$ cat config.mk
export PLATFORM = sky130hd
export DESIGN_NAME = multicycle_control_unit
export DESIGN_NICKNAME = d
export VERILOG_FILES = /design/src/rtl/multicycle_control_unit.sv
export SDC_FILE = /design/constraint.sdc
export NUM_CORES = 1
export LEC_CHECK = 0
export CAP_MARGIN = 5
export CORE_MARGIN = 4
export CORE_UTILIZATION = 49
export CTS_CLUSTER_SIZE = 28
export DETAILED_ROUTE_END_ITERATION = 16
export PLACE_DENSITY_LB_ADDON = 0.3
export SLEW_MARGIN = 0
export SYNTH_ARGS = -nofsm -noshare
export SYNTH_HDL_FRONTEND = slang
export SYNTH_SLANG_ARGS = --single-unit
$ cat constraint.sdc
create_clock -name clk -period 5.35 [get_ports clk]
set_input_delay 1.07 -clock clk [delete_from_list [all_inputs] [get_ports clk]]
set_output_delay 1.07 -clock clk [all_outputs]
set_load 0.005 [all_outputs]
$ cat src/rtl/multicycle_control_unit.sv
// Multicycle RISC-V style control FSM with memory wait handshake, bus timeout
// detection and a sticky trap state that only reset can leave.
module multicycle_control_unit #(
  parameter int BUS_TIMEOUT = 15
) (
  input  logic       clk,
  input  logic       rst,
  input  logic [6:0] Opcode,
  input  logic       Zero,
  input  logic       mem_ready,
  output logic       PCWrite,
  output logic       AdrSrc,
  output logic       MemWrite,
  output logic       IRWrite,
  output logic [1:0] ResultSrc,
  output logic [1:0] ALUSrcA,
  output logic [1:0] ALUSrcB,
  output logic [1:0] ALU_Op,
  output logic       RegWrite,
  output logic       retire,
  output logic       trap,
  output logic [1:0] trap_cause,
  output logic [3:0] state
);

  localparam int CW = (BUS_TIMEOUT < 1) ? 1 : $clog2(BUS_TIMEOUT + 1);
  localparam logic [CW-1:0] TIMEOUT_CNT = CW'(BUS_TIMEOUT);
  localparam logic [CW-1:0] CNT_ONE     = CW'(1);

  localparam logic [3:0] S_FETCH    = 4'd0;
  localparam logic [3:0] S_DECODE   = 4'd1;
  localparam logic [3:0] S_MEMADR   = 4'd2;
  localparam logic [3:0] S_MEMREAD  = 4'd3;
  localparam logic [3:0] S_MEMWB    = 4'd4;
  localparam logic [3:0] S_MEMWRITE = 4'd5;
  localparam logic [3:0] S_EXECUTER = 4'd6;
  localparam logic [3:0] S_EXECUTEI = 4'd7;
  localparam logic [3:0] S_ALUWB    = 4'd8;
  localparam logic [3:0] S_BEQ      = 4'd9;
  localparam logic [3:0] S_JAL      = 4'd10;
  localparam logic [3:0] S_TRAP     = 4'd11;

  localparam logic [6:0] OP_LOAD  = 7'b0000011;
  localparam logic [6:0] OP_STORE = 7'b0100011;
  localparam logic [6:0] OP_RTYPE = 7'b0110011;
  localparam logic [6:0] OP_ITYPE = 7'b0010011;
  localparam logic [6:0] OP_BEQ   = 7'b1100011;
  localparam logic [6:0] OP_JAL   = 7'b1101111;

  localparam logic [1:0] CAUSE_NONE    = 2'b00;
  localparam logic [1:0] CAUSE_ILLEGAL = 2'b01;
  localparam logic [1:0] CAUSE_TIMEOUT = 2'b10;

  logic [3:0]    state_r;
  logic [3:0]    next_state_s;
  logic [3:0]    eff_state_s;
  logic [CW-1:0] wait_cnt_r;
  logic [1:0]    trap_cause_r;
  logic [1:0]    next_cause_s;
  logic          waiting_s;
  logic          timeout_s;
  logic          pcwrite_s;
  logic          memwrite_s;
  logic          irwrite_s;
  logic          regwrite_s;
  logic          retire_s;

  assign waiting_s = ((state_r == S_FETCH) || (state_r == S_MEMREAD) ||
                      (state_r == S_MEMWRITE)) && !mem_ready;
  assign timeout_s = waiting_s && (wait_cnt_r == TIMEOUT_CNT);

  // State, wait counter and trap cause registers
  always_ff @(posedge clk) begin
    if (rst) begin
      state_r      <= S_FETCH;
      wait_cnt_r   <= '0;
      trap_cause_r <= CAUSE_NONE;
    end else begin
      state_r      <= next_state_s;
      trap_cause_r <= next_cause_s;
      if (next_state_s != state_r) begin
        wait_cnt_r <= '0;
      end else if (waiting_s && (wait_cnt_r != TIMEOUT_CNT)) begin
        wait_cnt_r <= wait_cnt_r + CNT_ONE;
      end else begin
        wait_cnt_r <= wait_cnt_r;
      end
    end
  end

  // Next-state selection; trap cause is captured only on entry to TRAP
  always_comb begin
    next_state_s = state_r;
    next_cause_s = trap_cause_r;
    case (state_r)
      S_FETCH, S_MEMREAD, S_MEMWRITE: begin
        if (mem_ready) begin
          if (state_r == S_FETCH) begin
            next_state_s = S_DECODE;
          end else if (state_r == S_MEMREAD) begin
            next_state_s = S_MEMWB;
          end else begin
            next_state_s = S_FETCH;
          end
        end else if (timeout_s) begin
          next_state_s = S_TRAP;
          next_cause_s = CAUSE_TIMEOUT;
        end else begin
          next_state_s = state_r;
        end
      end
      S_DECODE: begin
        case (Opcode)
          OP_LOAD, OP_STORE: next_state_s = S_MEMADR;
          OP_RTYPE:          next_state_s = S_EXECUTER;
          OP_ITYPE:          next_state_s = S_EXECUTEI;
          OP_BEQ:            next_state_s = S_BEQ;
          OP_JAL:            next_state_s = S_JAL;
          default: begin
            next_state_s = S_TRAP;
            next_cause_s = CAUSE_ILLEGAL;
          end
        endcase
      end
      S_MEMADR: begin
        if (Opcode == OP_LOAD) begin
          next_state_s = S_MEMREAD;
        end else begin
          next_state_s = S_MEMWRITE;
        end
      end
      S_MEMWB, S_ALUWB, S_BEQ: next_state_s = S_FETCH;
      S_EXECUTER, S_EXECUTEI, S_JAL: next_state_s = S_ALUWB;
      S_TRAP: next_state_s = S_TRAP;
      default: begin
        next_state_s = S_TRAP;
        next_cause_s = CAUSE_ILLEGAL;
      end
    endcase
  end

  // During reset the datapath controls show FETCH while all enables stay low
  assign eff_state_s = rst ? S_FETCH : state_r;

  // Output decode from the (reset-overridden) state
  always_comb begin
    pcwrite_s  = 1'b0;
    AdrSrc     = 1'b0;
    memwrite_s = 1'b0;
    irwrite_s  = 1'b0;
    ResultSrc  = 2'b00;
    ALUSrcA    = 2'b00;
    ALUSrcB    = 2'b00;
    ALU_Op     = 2'b00;
    regwrite_s = 1'b0;
    retire_s   = 1'b0;
    trap       = 1'b0;
    case (eff_state_s)
      S_FETCH: begin
        ALUSrcB   = 2'b10;
        ResultSrc = 2'b10;
        irwrite_s = mem_ready;
        pcwrite_s = mem_ready;
      end
      S_DECODE: begin
        ALUSrcA = 2'b01;
        ALUSrcB = 2'b01;
      end
      S_MEMADR: begin
        ALUSrcA = 2'b10;
        ALUSrcB = 2'b01;
      end
      S_MEMREAD: AdrSrc = 1'b1;
      S_MEMWB: begin
        ResultSrc  = 2'b01;
        regwrite_s = 1'b1;
        retire_s   = 1'b1;
      end
      S_MEMWRITE: begin
        AdrSrc     = 1'b1;
        memwrite_s = 1'b1;
        retire_s   = mem_ready;
      end
      S_EXECUTER: begin
        ALUSrcA = 2'b10;
        ALU_Op  = 2'b10;
      end
      S_EXECUTEI: begin
        ALUSrcA = 2'b10;
        ALUSrcB = 2'b01;
        ALU_Op  = 2'b11;
      end
      S_ALUWB: begin
        regwrite_s = 1'b1;
        retire_s   = 1'b1;
      end
      S_BEQ: begin
        ALUSrcA   = 2'b10;
        ALU_Op    = 2'b01;
        pcwrite_s = Zero;
        retire_s  = 1'b1;
      end
      S_JAL: begin
        ALUSrcA   = 2'b01;
        ALUSrcB   = 2'b10;
        pcwrite_s = 1'b1;
      end
      S_TRAP: trap = 1'b1;
      default: trap = 1'b0;
    endcase
  end

  assign PCWrite    = pcwrite_s  & ~rst;
  assign MemWrite   = memwrite_s & ~rst;
  assign IRWrite    = irwrite_s  & ~rst;
  assign RegWrite   = regwrite_s & ~rst;
  assign retire     = retire_s   & ~rst;
  assign trap_cause = rst ? CAUSE_NONE : trap_cause_r;
  assign state      = eff_state_s;

endmodule

==> reports/qor.csv <==
stage,metric,value,unit
logic_synthesis,yosys.area.top_type,dfxtp_1,
cells_and_area,nets,197,
cells_and_area,final_util,0.653,
logic_synthesis,yosysWarnings,0,
cells_and_area,multi_input_area,843,um^2
logic_synthesis,synth_enable_flop_cells,0,
global_routing,grt_pass1_wl,5.13,mm
hold_path,holdPathStages,2,
floorplan,fp.dieH,56.2,um
sta,period_needed,4.14,ns
global_routing,first_global_vias,1178,
sta,setup_slack,1.21,ns
place,hpwl,2.33,mm
cells_and_area,design_area,1440,um^2
power_and_ir_drop,peakVddDrop,0.232,mV
sta,fmax,241,MHz
logic_synthesis,syn_area,1140,um^2
routing,drt_iter0_drc,40,
power_and_ir_drop,p_leak,0.490,nW
critical_path,startpoint_type,input port,
critical_path,required,4.28,ns
place,finalWeightedCongestion,0.865,
logic_synthesis,synth_ff_type,dfxtp_1,
critical_path,worstPathArrival,3.07,ns
sta,maxSlewHeadroom,0.323,
global_routing,grtUsageMet3,0.0394,
floorplan,die_area,3160,um^2
floorplan,pin_count,32,
critical_path,path_max_fanout,27,
status,status,"finished, final reports clean",
sta,maxSlewViolCount,0,
logic_synthesis,avgSynthCellArea,7.04,um^2
cts,cts_hold_buf,0,
cells_and_area,layout.cells.non_filler,212,
place,io_buffer_count,31,
cts,cts_resized,0,
logic_synthesis,synth_top_area_frac,0.176,
critical_path,endpoint_kind,output pin,
place,dp_cells,208,
global_routing,antenna_found_initial,0,
cells_and_area,fillers,203,
floorplan,rows,17,
floorplan,initial_core_util,0.515,
logic_synthesis,ys_async_sr_fraction,0,
floorplan,core,2210,um^2
routing,vias,1309,
routing,wl_per_cell,15.0,um
cells_and_area,final_cell_mix,"clkdlybuf4s50_1, nor2_1, nand2_1",
routing,vias_per_cell,6.17,
cells_and_area,layout_commonest_cell,clkdlybuf4s50_1,
global_routing,grtUsageTotal,0.198,
cts,htreeDepth,1,
floorplan,dieWidth,56.2,um
cts,cts_made_buffers,3,
critical_path,critPathKind,input port to output pin,
cells_and_area,seq_area,200,um^2
logic_synthesis,synth_area_leaders,"dfxtp_1, nor2_1, nand2_1",
cts,cts_buffer_depth,2,
cts,cts_tree,built,
global_routing,top_usage_layer,met2,
sta,hold_slack,0.480,ns
cts,clock-root-buffer,clkbuf_4,
cts,cts_sinks,10,
routing,drc,0,
logic_synthesis,mappedNetlistNets,174,
sta,timing.final.crit_share,0.774,
sta,hold_viol,0,
hold_path,hold_path.class,flop to flop,
global_routing,grt_max_degree,33,
cts,post_cts_buffers,0,
cells_and_area,syn_to_final_growth,26.7,%
routing,dr.pass1.iters,4,
logic_synthesis,syn_inst,162,
logic_synthesis,ys_types,57,
cts,clk_transition_reported_paths,0.06,ns
critical_path,reg2reg_depth,6,
power_and_ir_drop,power_density,347,nW/um^2
sta,finalClockSkew,0.00657,ns
routing,wirelength,3.17,mm
sta,setup_viol,0,
routing,antenna_left,0,
flow_run,cap_violations,0,
logic_synthesis,ys_seq_area_frac,0.176,
place,dpl-instance-area,1410,um^2
cts,clk_latency,0.27,ns
cells_and_area,drive_gt1_frac,0.0924,
power_and_ir_drop,design_power_total,501,uW
logic_synthesis,synth_seq_cells,10,
global_routing,use_met2,0.356,
global_routing,gr-usage-met1,0.223,
sta,tns,0,ns
place,place_ws,1.25,ns
sta,rsz0062_at_grt,no,
global_routing,gr-total-overflow,0,
cells_and_area,num_antenna_cells,0,
sta,worst_slew_pin_slew,1.01,ns
## critical path, cell delays in order
cell and delay (ns):
clkdlybuf4s50_1 0.85, nand2b_1 0.40, nor3_1 0.21, clkdlybuf4s50_1 0.53
## final cells by class
type                       count  share of cell area
inverter                       5              0.0130
tap                           28              0.0243
timing repair buffer          31               0.215
multi-input combinational    134               0.584
sequential                    10               0.139
clock buffer                   4              0.0251
## per-layer routing
layer | routed length [um] | vias up
met3 | 219 | 6
met2 | 1640 | 56
met4 | 38 | 0
li1 | - | 642
met5 | 0 | -
met1 | 1270 | 605
## synth_stat cells (2+ instances only)
master     instances
o21ai_0            3
a31oi_1            2
nor2_1            25
and4b_1            2
nor2b_1            3
a211oi_1           2
buf_6              3
and3_1             2
xnor2_1            2
or2_2              2
nor3_1            10
a22oi_1            3
nor4_1             4
nand2b_1           5
nand4b_1           2
a21o_1             3
a2111oi_0          2
dfxtp_1           10
nand2_1           18
a21oi_1            9
nand3_1            5
inv_1              4
clkbuf_1           7
## power by group
group / switching (mW) / total, mW / leakage [nW] / internal [mW]
combinational: 0.139 / 0.290 / 0.387 / 0.150
sequential: 0.0553 / 0.142 / 0.0814 / 0.0867
clock: 0.0278 / 0.0692 / 0.0210 / 0.0414
## registers in the layout, indices dropped and copies added, names as in the netlist
name / count
trap_cause_r: 2
state_r: 4
wait_cnt_r: 4
## final timing paths
| path | start | endpoint | slack, ns |
|---|---|---|---|
| setup / recovery | rst | AdrSrc | 1.21 |
| hold / removal | wait_cnt_r[1]$_SDFFE_PP0P_ | wait_cnt_r[1]$_SDFFE_PP0P_ | 0.48 |
| setup reg to reg | state_r[1]$_SDFF_PP0_ | wait_cnt_r[2]$_SDFFE_PP0P_ | 2.82 |
| hold reg to reg | wait_cnt_r[1]$_SDFFE_PP0P_ | wait_cnt_r[1]$_SDFFE_PP0P_ | 0.48 |
## cell families (layout without fill, tap and decap cells)
kind of cell / after synthesis / in the layout / synth area share
buffers and inverters: 18 / 40 / 0.0845
and+or+nand+nor: 88 / 88 / 0.419
adders and majority gates: 1 / 1 / 0.0110
DFF: 10 / 10 / 0.176
muxes: 2 / 2 / 0.0187
AOI/OAI and AO/OA: 40 / 40 / 0.268
xor gates and xnor gates: 3 / 3 / 0.0231
(Power assumes the default switching activity.)
